### src/rtl/alu_seq_ctrl_pkg.sv
// alu_seq_ctrl_pkg
//   Shared definitions for the multi-byte ALU sequencer: 8-bit ALU command
//   codes, the sequencer opcode and FSM state enums, and small op helpers.
package alu_seq_ctrl_pkg;

    localparam logic [3:0] ALU_ADD  = 4'h0;
    localparam logic [3:0] ALU_SUB  = 4'h1;
    localparam logic [3:0] ALU_SHL  = 4'h2;
    localparam logic [3:0] ALU_ASR  = 4'h3;
    localparam logic [3:0] ALU_LSR  = 4'h4;
    localparam logic [3:0] ALU_AND  = 4'h5;
    localparam logic [3:0] ALU_OR   = 4'h6;
    localparam logic [3:0] ALU_XOR  = 4'h7;
    localparam logic [3:0] ALU_RXOR = 4'h8;
    localparam logic [3:0] ALU_NOP  = 4'hF;

    typedef enum logic [2:0] {
        OP_ADD  = 3'd0,
        OP_SUB  = 3'd1,
        OP_SHL  = 3'd2,
        OP_ASR  = 3'd3,
        OP_LSR  = 3'd4,
        OP_PAR  = 3'd5,
        OP_RSV6 = 3'd6,
        OP_RSV7 = 3'd7
    } seq_op_t;

    typedef enum logic [1:0] {
        ST_IDLE,
        ST_STEP,
        ST_DONE,
        ST_ERR
    } seq_state_t;

    function automatic logic op_is_legal(logic [2:0] op);
        return op <= 3'd5;
    endfunction

    // Right shifts must walk MSB->LSB so the shifted-out bit chains downward.
    function automatic logic op_is_msb_first(seq_op_t op);
        return (op == OP_ASR) || (op == OP_LSR);
    endfunction

endpackage

### src/rtl/alu_seq_ctrl_if.sv
// alu_seq_ctrl_if
//   Byte-wide link between the sequencer (master) and one 8-bit ALU (slave).
//   master drives: alu_cmd, alu_inA, alu_inB, alu_sc_i, alu_pari_in
//   slave drives : alu_rslt, alu_sc_o/_en/_clr, alu_pari/_en/_clr
interface alu_seq_ctrl_if;

    logic [3:0] alu_cmd;
    logic [7:0] alu_inA;
    logic [7:0] alu_inB;
    logic       alu_sc_i;
    logic       alu_pari_in;
    logic [7:0] alu_rslt;
    logic       alu_sc_o;
    logic       alu_sc_en;
    logic       alu_sc_clr;
    logic       alu_pari;
    logic       alu_pari_en;
    logic       alu_pari_clr;

    modport master (
        output alu_cmd, alu_inA, alu_inB, alu_sc_i, alu_pari_in,
        input  alu_rslt, alu_sc_o, alu_sc_en, alu_sc_clr,
               alu_pari, alu_pari_en, alu_pari_clr
    );

    modport slave (
        input  alu_cmd, alu_inA, alu_inB, alu_sc_i, alu_pari_in,
        output alu_rslt, alu_sc_o, alu_sc_en, alu_sc_clr,
               alu_pari, alu_pari_en, alu_pari_clr
    );

endinterface

### src/rtl/alu_seq_ctrl_flag_reg.sv
// alu_seq_ctrl_flag_reg
//   Shift-carry and parity registers chained between byte passes.
//   clk, reset     : clock, synchronous active-high reset
//   load           : start accepted; carry <= sc_preset, parity <= 0
//   step           : a byte pass completes this edge; apply ALU flag controls
//   sc_*, pari_*   : ALU flag result with clr-over-en priority
//   sc_q, pari_q   : current register values (fed back to the ALU)
//   sc_d, pari_d   : value the registers take at the coming edge
module alu_seq_ctrl_flag_reg (
    input  logic clk,
    input  logic reset,
    input  logic load,
    input  logic sc_preset,
    input  logic step,
    input  logic sc_o,
    input  logic sc_en,
    input  logic sc_clr,
    input  logic pari,
    input  logic pari_en,
    input  logic pari_clr,
    output logic sc_q,
    output logic pari_q,
    output logic sc_d,
    output logic pari_d
);

    always_comb begin
        sc_d   = sc_q;
        pari_d = pari_q;
        if (load) begin
            sc_d   = sc_preset;
            pari_d = 1'b0;
        end else if (step) begin
            if (sc_clr)        sc_d = 1'b0;
            else if (sc_en)    sc_d = sc_o;
            if (pari_clr)      pari_d = 1'b0;
            else if (pari_en)  pari_d = pari;
        end
    end

    always_ff @(posedge clk) begin
        if (reset) begin
            sc_q   <= 1'b0;
            pari_q <= 1'b0;
        end else begin
            sc_q   <= sc_d;
            pari_q <= pari_d;
        end
    end

endmodule

### src/rtl/alu_seq_ctrl.sv
// alu_seq_ctrl
//   Multi-byte operation sequencer for one 8-bit ALU. Accepts an NBYTES-wide
//   op, issues one ALU pass per byte, chains carry/parity and assembles the
//   wide result.
//   clk, reset          : clock, synchronous active-high reset
//   start, op, opA, opB : request (accepted only in IDLE) and its operands
//   busy, done, err     : issuing / one-cycle completion / illegal-op pulse
//   result              : wide result, held until the next accepted start
//   carry_out,parity_out: final flag values
//   alu                 : byte-wide ALU link (master side)
module alu_seq_ctrl
    import alu_seq_ctrl_pkg::*;
#(
    parameter int unsigned NBYTES = 2
) (
    input  logic                clk,
    input  logic                reset,
    input  logic                start,
    input  logic [2:0]          op,
    input  logic [8*NBYTES-1:0] opA,
    input  logic [8*NBYTES-1:0] opB,
    output logic                busy,
    output logic                done,
    output logic                err,
    output logic [8*NBYTES-1:0] result,
    output logic                carry_out,
    output logic                parity_out,
    alu_seq_ctrl_if.master      alu
);

    localparam int unsigned IW = (NBYTES > 1) ? $clog2(NBYTES) : 1;
    localparam logic [IW-1:0] LAST_IDX = IW'(NBYTES - 1);

    seq_state_t               state;
    seq_op_t                  op_q;
    logic [NBYTES-1:0][7:0]   a_q;
    logic [NBYTES-1:0][7:0]   b_q;
    logic [NBYTES-1:0][7:0]   res_q;
    logic [IW-1:0]            idx;

    logic accept, rev, last_byte;
    logic sc_q, pari_q, sc_d, pari_d;

    assign accept    = (state == ST_IDLE) && start;
    assign rev       = op_is_msb_first(op_q);
    assign last_byte = rev ? (idx == '0) : (idx == LAST_IDX);
    assign result    = res_q;

    // Illegal ops also load here: preset is 0 for them, so flags read as 0.
    alu_seq_ctrl_flag_reg u_flags (
        .clk      (clk),
        .reset    (reset),
        .load     (accept),
        .sc_preset(op == OP_SUB),
        .step     (state == ST_STEP),
        .sc_o     (alu.alu_sc_o),
        .sc_en    (alu.alu_sc_en),
        .sc_clr   (alu.alu_sc_clr),
        .pari     (alu.alu_pari),
        .pari_en  (alu.alu_pari_en),
        .pari_clr (alu.alu_pari_clr),
        .sc_q     (sc_q),
        .pari_q   (pari_q),
        .sc_d     (sc_d),
        .pari_d   (pari_d)
    );

    assign alu.alu_sc_i    = sc_q;
    assign alu.alu_pari_in = pari_q;

    always_comb begin
        alu.alu_cmd = ALU_NOP;
        alu.alu_inA = '0;
        alu.alu_inB = '0;
        if (state == ST_STEP) begin
            alu.alu_inA = a_q[idx];
            // Subtract as A + ~B + 1; the +1 is the carry preset at accept.
            alu.alu_inB = (op_q == OP_SUB) ? ~b_q[idx] : b_q[idx];
            case (op_q)
                OP_ADD, OP_SUB: alu.alu_cmd = ALU_ADD;
                OP_SHL:         alu.alu_cmd = ALU_SHL;
                OP_LSR:         alu.alu_cmd = ALU_LSR;
                // Sign fill only on the top byte; lower bytes take the carry.
                OP_ASR:         alu.alu_cmd = (idx == LAST_IDX) ? ALU_ASR : ALU_LSR;
                OP_PAR:         alu.alu_cmd = ALU_RXOR;
                default:        alu.alu_cmd = ALU_NOP;
            endcase
        end
    end

    always_ff @(posedge clk) begin
        if (reset) begin
            state      <= ST_IDLE;
            op_q       <= OP_ADD;
            a_q        <= '0;
            b_q        <= '0;
            res_q      <= '0;
            idx        <= '0;
            busy       <= 1'b0;
            done       <= 1'b0;
            err        <= 1'b0;
            carry_out  <= 1'b0;
            parity_out <= 1'b0;
        end else begin
            done <= 1'b0;
            err  <= 1'b0;
            case (state)
                ST_IDLE: begin
                    if (start) begin
                        op_q <= seq_op_t'(op);
                        a_q  <= opA;
                        b_q  <= opB;
                        if (op_is_legal(op)) begin
                            state <= ST_STEP;
                            busy  <= 1'b1;
                            idx   <= op_is_msb_first(seq_op_t'(op)) ? LAST_IDX : '0;
                        end else begin
                            state      <= ST_ERR;
                            done       <= 1'b1;
                            err        <= 1'b1;
                            res_q      <= '0;
                            carry_out  <= 1'b0;
                            parity_out <= 1'b0;
                        end
                    end
                end
                ST_STEP: begin
                    res_q[idx] <= alu_rslt_byte();
                    if (last_byte) begin
                        state      <= ST_DONE;
                        busy       <= 1'b0;
                        done       <= 1'b1;
                        carry_out  <= (op_q == OP_PAR) ? 1'b0 : sc_d;
                        parity_out <= pari_d;
                        if (op_q == OP_PAR) begin
                            res_q       <= '0;
                            res_q[0][0] <= pari_d;
                        end
                    end else begin
                        idx <= rev ? idx - 1'b1 : idx + 1'b1;
                    end
                end
                ST_DONE: state <= ST_IDLE;
                ST_ERR:  state <= ST_IDLE;
                default: state <= ST_IDLE;
            endcase
        end
    end

    function automatic logic [7:0] alu_rslt_byte();
        return alu.alu_rslt;
    endfunction

endmodule

### src/flat_wrapper.sv
// flat-port wrapper written by rule: the top's interface ports become plain ports
module alu_seq_ctrl_flat import alu_seq_ctrl_pkg::*;
#(
    parameter int unsigned NBYTES = 2
)
  (clk, reset, start, op, opA, opB, busy, done, err, result, carry_out, parity_out, alu_alu_cmd, alu_alu_inA, alu_alu_inB, alu_alu_sc_i, alu_alu_pari_in, alu_alu_rslt, alu_alu_sc_o, alu_alu_sc_en, alu_alu_sc_clr, alu_alu_pari, alu_alu_pari_en, alu_alu_pari_clr);
  alu_seq_ctrl_if alu_i ();
  input  logic clk;
  input  logic reset;
  input  logic start;
  input  logic [2:0] op;
  input  logic [8*NBYTES-1:0] opA;
  input  logic [8*NBYTES-1:0] opB;
  output logic busy;
  output logic done;
  output logic err;
  output logic [8*NBYTES-1:0] result;
  output logic carry_out;
  output logic parity_out;
  output wire logic [$bits(alu_i.alu_cmd)-1:0] alu_alu_cmd;
  output wire logic [$bits(alu_i.alu_inA)-1:0] alu_alu_inA;
  output wire logic [$bits(alu_i.alu_inB)-1:0] alu_alu_inB;
  output wire logic [$bits(alu_i.alu_sc_i)-1:0] alu_alu_sc_i;
  output wire logic [$bits(alu_i.alu_pari_in)-1:0] alu_alu_pari_in;
  input wire logic [$bits(alu_i.alu_rslt)-1:0] alu_alu_rslt;
  input wire logic [$bits(alu_i.alu_sc_o)-1:0] alu_alu_sc_o;
  input wire logic [$bits(alu_i.alu_sc_en)-1:0] alu_alu_sc_en;
  input wire logic [$bits(alu_i.alu_sc_clr)-1:0] alu_alu_sc_clr;
  input wire logic [$bits(alu_i.alu_pari)-1:0] alu_alu_pari;
  input wire logic [$bits(alu_i.alu_pari_en)-1:0] alu_alu_pari_en;
  input wire logic [$bits(alu_i.alu_pari_clr)-1:0] alu_alu_pari_clr;
  assign alu_alu_cmd = alu_i.alu_cmd;
  assign alu_alu_inA = alu_i.alu_inA;
  assign alu_alu_inB = alu_i.alu_inB;
  assign alu_alu_sc_i = alu_i.alu_sc_i;
  assign alu_alu_pari_in = alu_i.alu_pari_in;
  assign alu_i.alu_rslt = alu_alu_rslt;
  assign alu_i.alu_sc_o = alu_alu_sc_o;
  assign alu_i.alu_sc_en = alu_alu_sc_en;
  assign alu_i.alu_sc_clr = alu_alu_sc_clr;
  assign alu_i.alu_pari = alu_alu_pari;
  assign alu_i.alu_pari_en = alu_alu_pari_en;
  assign alu_i.alu_pari_clr = alu_alu_pari_clr;
  alu_seq_ctrl #(.NBYTES(NBYTES)) u_core (.clk(clk), .reset(reset), .start(start), .op(op), .opA(opA), .opB(opB), .busy(busy), .done(done), .err(err), .result(result), .carry_out(carry_out), .parity_out(parity_out), .alu(alu_i));
endmodule
### config.mk
export PLATFORM = sky130hd
export DESIGN_NAME = alu_seq_ctrl_flat
export DESIGN_NICKNAME = d
export VERILOG_FILES = /design/src/rtl/alu_seq_ctrl_pkg.sv /design/src/rtl/alu_seq_ctrl_if.sv /design/src/rtl/alu_seq_ctrl_flag_reg.sv /design/src/rtl/alu_seq_ctrl.sv /design/src/flat_wrapper.sv
export SDC_FILE = /design/constraint.sdc
export NUM_CORES = 1
export LEC_CHECK = 0
export CORE_MARGIN = 4
export CORE_UTILIZATION = 45
export CTS_CLUSTER_SIZE = 16
export DETAILED_ROUTE_END_ITERATION = 10
export PLACE_DENSITY_LB_ADDON = 0.05
export SYNTH_ARGS = -nofsm -noshare
export SYNTH_HDL_FRONTEND = slang
export SYNTH_SLANG_ARGS = --single-unit
### constraint.sdc
create_clock -name clk -period 1.9 [get_ports clk]
set_input_delay 0.475 -clock clk [delete_from_list [all_inputs] [get_ports clk]]
set_output_delay 0.475 -clock clk [all_outputs]
set_load 0.01 [all_outputs]
== Word level (Yosys, flattened, before mapping) ==
Index checks and enable logic that the tools add are counted.

* Bitwise logic cells: 3
* Multiplexer cells: 52
* Reduce and logical (&&, ||, !) cells: 16
* Add/subtract/negate cells: 2
* Equality and inequality tests: 16
* $lt $le $gt $ge: 3

{| class="wikitable"
|+ Operators by type and width
! kind !! count
|-
| $mux 16 || 4
|-
| $mux 8 || 8
|-
| $pmux 16 s2 || 1
|-
| $mux 1 || 25
|-
| $pmux 4 s5 || 1
|-
| $bwmux 16 || 1
|-
| $reduce_and 4->1 || 3
|-
| $pmux 1 s2 || 5
|-
| $eq 3x2->1 const B || 3
|-
| $eq 3x3->1 const B || 3
|-
| $demux 8 s1 || 1
|-
| $ne 2x2->1 const B || 4
|-
| $not 8->8 || 1
|-
| $eq 3x1->1 const B || 2
|-
| $mux 2 || 3
|-
| $pmux 2 s3 || 1
|-
| $reduce_or 2->1 || 3
|-
| $eq 2x2->1 const B || 2
|-
| $mux 4 || 1
|-
| $reduce_and 2->1 || 2
|-
| $le 3x3->1 const B || 1
|-
| $logic_not 3->1 || 1
|-
| $mux 3 || 1
|-
| $reduce_and 3->1 || 1
|-
| other kinds (11) || 14
|}

* Output and inout bits: 43
* Bits of input ports: 52
* Bits in registers: 61

== Depth between registers and ports, before layout ==
* Depth in word-level cells: 8
* Mapped depth: 7
* Gate-level depth less buffers: 4

== Cells and area by module ==
From an unflattened synthesis, not the netlist that was laid out.

* Cells, all modules: 336
* Area, all modules: 2,763.9 um^2

{| class="wikitable"
|+ By module, submodules not included
! module !! area an instance (um^2) !! instances !! cells an instance
|-
| alu_seq_ctrl || 2,641.3 || 1 || 322
|-
| alu_seq_ctrl_flag_reg || 122.6 || 1 || 14
|}

== Worst setup path after synthesis ==
OpenSTA, ideal clock, no wires.

* Path kind: in2reg
* Start: input op[1]
* End: register u_core.res_q, in the netlist u_core.result[10]
* Setup slack: 186 ps
* Path buffers: 3
* Cell stages on the path: 7
* Data required time: 1,783 ps
* Data arrival time: 1,597 ps
* Path through: clkbuf_2 > nand4b_1 > a21o_1 > buf_2 > o21ai_1 > buf_2 > nor2_1

* Longest elaborated chain between the ends: 3

{| class="wikitable"
|+ RTL lines
! element !! RTL line !! text
|-
| start, declared || flat_wrapper.sv:11 || <nowiki>input logic [2:0] op;</nowiki>
|-
| $le 3x3->1 || alu_seq_ctrl_pkg.sv:36 || <nowiki>return op <= 3'd5;</nowiki>
|-
| $ne 2x2->1 (no line) || -- ||
|-
| $reduce_and 3->1 (no line) || -- ||
|-
| end signal, assigned by index || alu_seq_ctrl.sv:128 || <nowiki>res_q[idx] <= alu_rslt_byte();</nowiki>
|-
| end, declared || alu_seq_ctrl.sv:38 || <nowiki>logic [NBYTES-1:0][7:0] res_q;</nowiki>
|}

No other way between the ends.
A chain may end at the register's enable or synchronous reset.

== Final worst setup path ==
* Start: register u_core.idx
* End: output alu_alu_inB[1]

* Longest elaborated chain between the ends: 5

{| class="wikitable"
|+ RTL lines
! element !! RTL line !! text
|-
| start, declared || alu_seq_ctrl.sv:39 || <nowiki>logic [IW-1:0] idx;</nowiki>
|-
| start signal, assigned || alu_seq_ctrl.sv:116 || <nowiki>idx <= op_is_msb_first(seq_op_t'(op)) ? LAST_IDX : '0;</nowiki>
|-
| start signal, assigned || alu_seq_ctrl.sv:140 || <nowiki>idx <= rev ? idx - 1'b1 : idx + 1'b1;</nowiki>
|-
| $mux 8 (not written as such) (*) (2 in series) || alu_seq_ctrl.sv:78 || <nowiki>alu.alu_inB = (op_q == OP_SUB) ? ~b_q[idx] : b_q[idx];</nowiki>
|-
| $not 8->8 || alu_seq_ctrl.sv:78 ||
|-
| $mux 8 (*) || alu_seq_ctrl.sv:78 ||
|-
| $mux 8 (*) || alu_seq_ctrl.sv:75 || <nowiki>if (state == ST_STEP) begin</nowiki>
|-
| end, declared || flat_wrapper.sv:22 || <nowiki>output wire logic [$bits(alu_i.alu_inB)-1:0] alu_alu_inB;</nowiki>
|}

Mark *: on every way between the ends. The rest lies on a longest branch, timed or not. The select of a mux whose other input is x is not followed.

==> reports/results.tsv <==
metric	value	unit
met3 usage	3.80	%
Main synth FF type	dfxtp_1	
failing checks	negative setup slack	
die area	0.00754	mm2
reg-to-reg endpoint	u_core.parity_out$_SDFFE_PP0P_	
CP max stage delay	390	ps
Net Sw Frac	26.6	%
Hold Startpoint	u_core.a_q[6]$_SDFFE_PP0P_	
Data required, critical path	1420	ps
Synth Area in XOR/XNOR	2.82	%
post-route cell area	0.00429	mm2
vias in the first global route	2632	
library cells used by synthesis	46	
die width	86.8	um
initial antenna violation count	0	
largest family of logic cells by synthesized area	simple AND/OR/NAND/NOR gates	
share of post-route cells with drive strength above 1	20.6	%
Simple-Gate Fraction of Synth Area	24.3	%
Num CTS Buffers	9	
WS Path Type	reg -> out	
Tmin final	1950	ps
Yosys top cell area share	43.7	%
num ports	95	
DR vias/cell	5.11	
most common cell in the netlist	nand2_1	
worst slew pin tran	488	ps
Synth Area in Compound Gates	14.9	%
Routed Wire Length	7600	um
GR Util met2	34.4	%
hold buffer count at CTS	0	
Logic pwr share	24.5	%
sequential area share after synthesis	43.7	%
outcome	finished, violations left	
Critical Path Sink Type	output pin	
EDFF count, synth	0	
relative slew slack	67.3	%
All-Layer GR Usage	20.5	%
Detailed Route Iter0 Violations	118	
startpoint types	register	
Max Buffers Root-to-Sink	2	
post-synth top area cell	dfxtp_1	
CP bufs+invs	2	
PortBufs	94	
Final Cycle Share	102	%
sequential share of power	39.7	%
crit path max fanout	5	
nets	515	
R2R Setup Slk	60	ps
Clock Skew	6.38	ps
P per Cell Area	844	mW/mm2
adder-cell share of the synthesized area	0	%
DR pass1 iterations	4	
Setup Viol. Count Final	9	
leading cell types by total area after synthesis	dfxtp_1, nand2_1, mux2i_1	
DRT antenna net count	0	
async set or reset register ratio after synthesis	0	%
largest net degree at the start of global routing	40	
worst hold path class	reg -> reg	
RSZ-0062 raised after global routing	true	
Peak Freq	0.514	GHz
Slowest cell on crit path	dfxtp_4	
worst skew pair latency	330	ps
P&R area growth vs syn	53.4	%
multiplexer share of the synthesized area	8.59	%
Critical Path Source	u_core.idx$_SDFFE_PP0P_	
CP top delay family	flip-flops	
Peak VDD IR	0.000566	V
Synth Register Bits	61	
clk sinks	61	
Max Cap Viol	0	
DR WL/cell	14.0	um
Rows	28	
Clock transition at path regs	70	ps
post-detail-place hpwl	5280	um
drc violations	0	
CP Cell Sequence	buf_6, mux2i_4, xor2_1, nor2_1, buf_2	
Synth Area per Inst	8.17	um2
Power Internal	0.00266	W
starting density of the core	46.7	%
Lkg Pwr	1.71	nW
diodes inserted	0	
Yosys Warn Count	0	
mapped cell area	0.00280	mm2
Root Buffer	clkbuf_8	
slack of the critical path	-45.1	ps
endpoints failing hold	0	
CTS tree	built	
RR Startpoint	u_core.state[1]$_SDFFE_PP0P_	
core area	0.00599	mm2
Top Usage Layer GRT	met2	
layout filler cell count	489	
Hold Path Stages	2	
Post-DP Area	0.00395	mm2
GP Congestion	0.848	
Post-synth top cells	nand2_1, dfxtp_1, a21oi_1	
met1 Track Usage GR	25.3	%
grt total ovfl	0	
routed vias	2768	
WHS	457	ps
syn nets	394	
CP arrival	1470	ps
clock share of power	35.8	%
depth of the CTS H-tree	3	
Die Span Y	86.8	um
R2R cell count	6	
NetSw	0.000963	W
Hold Crit Endpoint	u_core.a_q[6]$_SDFFE_PP0P_	
Post-Syn Instances	342	
first-pass GRT wire length	12100	um
Final Max Tran Viols	0	
## timing repair
item	4_1_cts	5_1_grt
gates resized for setup	88	20
setup endpoints to repair	20	21
buffers inserted	5	4
pin swaps	5	9
## how the worst max path moves through the flow
stage | to | depth (start not counted)
2_1_floorplan | u_core.result[10]$_SDFFE_PP0P_ | 7
3_3_place_gp | u_core.parity_out$_SDFFE_PP0P_ | 4
3_5_place_dp | u_core.result[13]$_SDFFE_PP0P_ | 6
4_1_cts | alu_alu_inB[1] | 5
5_1_grt | alu_alu_inB[1] | 5
6_report | alu_alu_inB[1] | 5
## per-layer routing
metal  part of all wire (%)  up-vias
met5                      0        -
met4                    1.3        0
met3                    5.5        7
met2                     51       81
met1                     43     1288
li1                       -     1392
## tightest hold or removal path, stage by stage (launching register included)
cell     delay [ps]
dfxtp_1         310
nand2_1          50
a21oi_1          50
## flip-flops by register name, summed over array words and instances, names as in the netlist
register,cells
u_core.a_q,16
u_core.b_q,16
u_core.result,16
u_core.op_q,3
u_core.state,2
u_core.busy,1
u_core.carry_out,1
u_core.done,1
u_core.err,1
u_core.idx,1
u_core.parity_out,1
u_core.u_flags.pari_q,1
u_core.u_flags.sc_q,1
## power groups by stage
| stage | combinational (W) | sequential [W] | clock [W] |
|---|---|---|---|
| floorplan | 0.000433 | 0.00146 | 0 |
| global placement | 0.000820 | 0.00145 | 0 |
| detailed placement | 0.000828 | 0.00145 | 0 |
| CTS | 0.000852 | 0.00143 | 0.00132 |
| global route | 0.000966 | 0.00145 | 0.00138 |
| finish | 0.000887 | 0.00144 | 0.00130 |
## cell families (layout without fill, tap and decap cells)
group,after synthesis,after routing
AO/OA/AOI/OAI,72,72
XOR/XNOR,9,9
buffers and inverters,26,151
flip-flops,61,61
multiplexers,24,24
AND/OR/NAND/NOR,150,150
## layout by cell type, fill, tap and decap left out, types with 2 or more instances in the layout
master           count
a21boi_0             2
a21o_1               2
a21oi_1             40
and2_1               2
and2b_2              2
buf_12               3
buf_2               16
buf_4               25
buf_6               10
bufinv_16            2
clkbuf_8            11
clkdlybuf4s15_1      3
clkdlybuf4s50_1     74
dfxtp_1             56
dfxtp_2              4
inv_1                3
mux2i_1             19
mux2i_2              2
mux2i_4              3
nand2_1             81
nand2b_1             2
nand3b_1             2
nand4b_1             2
nor2_1              38
nor2b_1              3
nor3_1               3
nor3b_2              2
o211a_1              2
o21ai_0              7
o21ai_1              2
o21bai_1             2
o22ai_1              9
xor2_1               7
## cell type report
type                            instances  area [um2]  share of cell area (%)
Clock inverter                          3        68.8                    1.60
Sequential cell                        61        1230                    28.7
Tap cell                               75        93.8                    2.19
Multi-Input combinational cell        255        1500                    34.9
Timing Repair Buffer                  133        1230                    28.7
Clock buffer                           12         155                    3.62
Inverter                                3        11.3                   0.263
## stage by stage
stage	setup WS, ps	power (W)	std cells	util (%)	setup TNS [ps]
floorplan	186	0.00189	342	-	0
global placement	-109	0.00227	518	65.9	-2430
detailed placement	-151	0.00228	518	65.9	-2860
CTS	-47.9	0.00360	538	69.9	-156
global route	-132	0.00379	542	71.6	-1050
finish	-45.1	0.00362	542	71.6	-165
No activity file was read; power rests on OpenSTA's default activity.
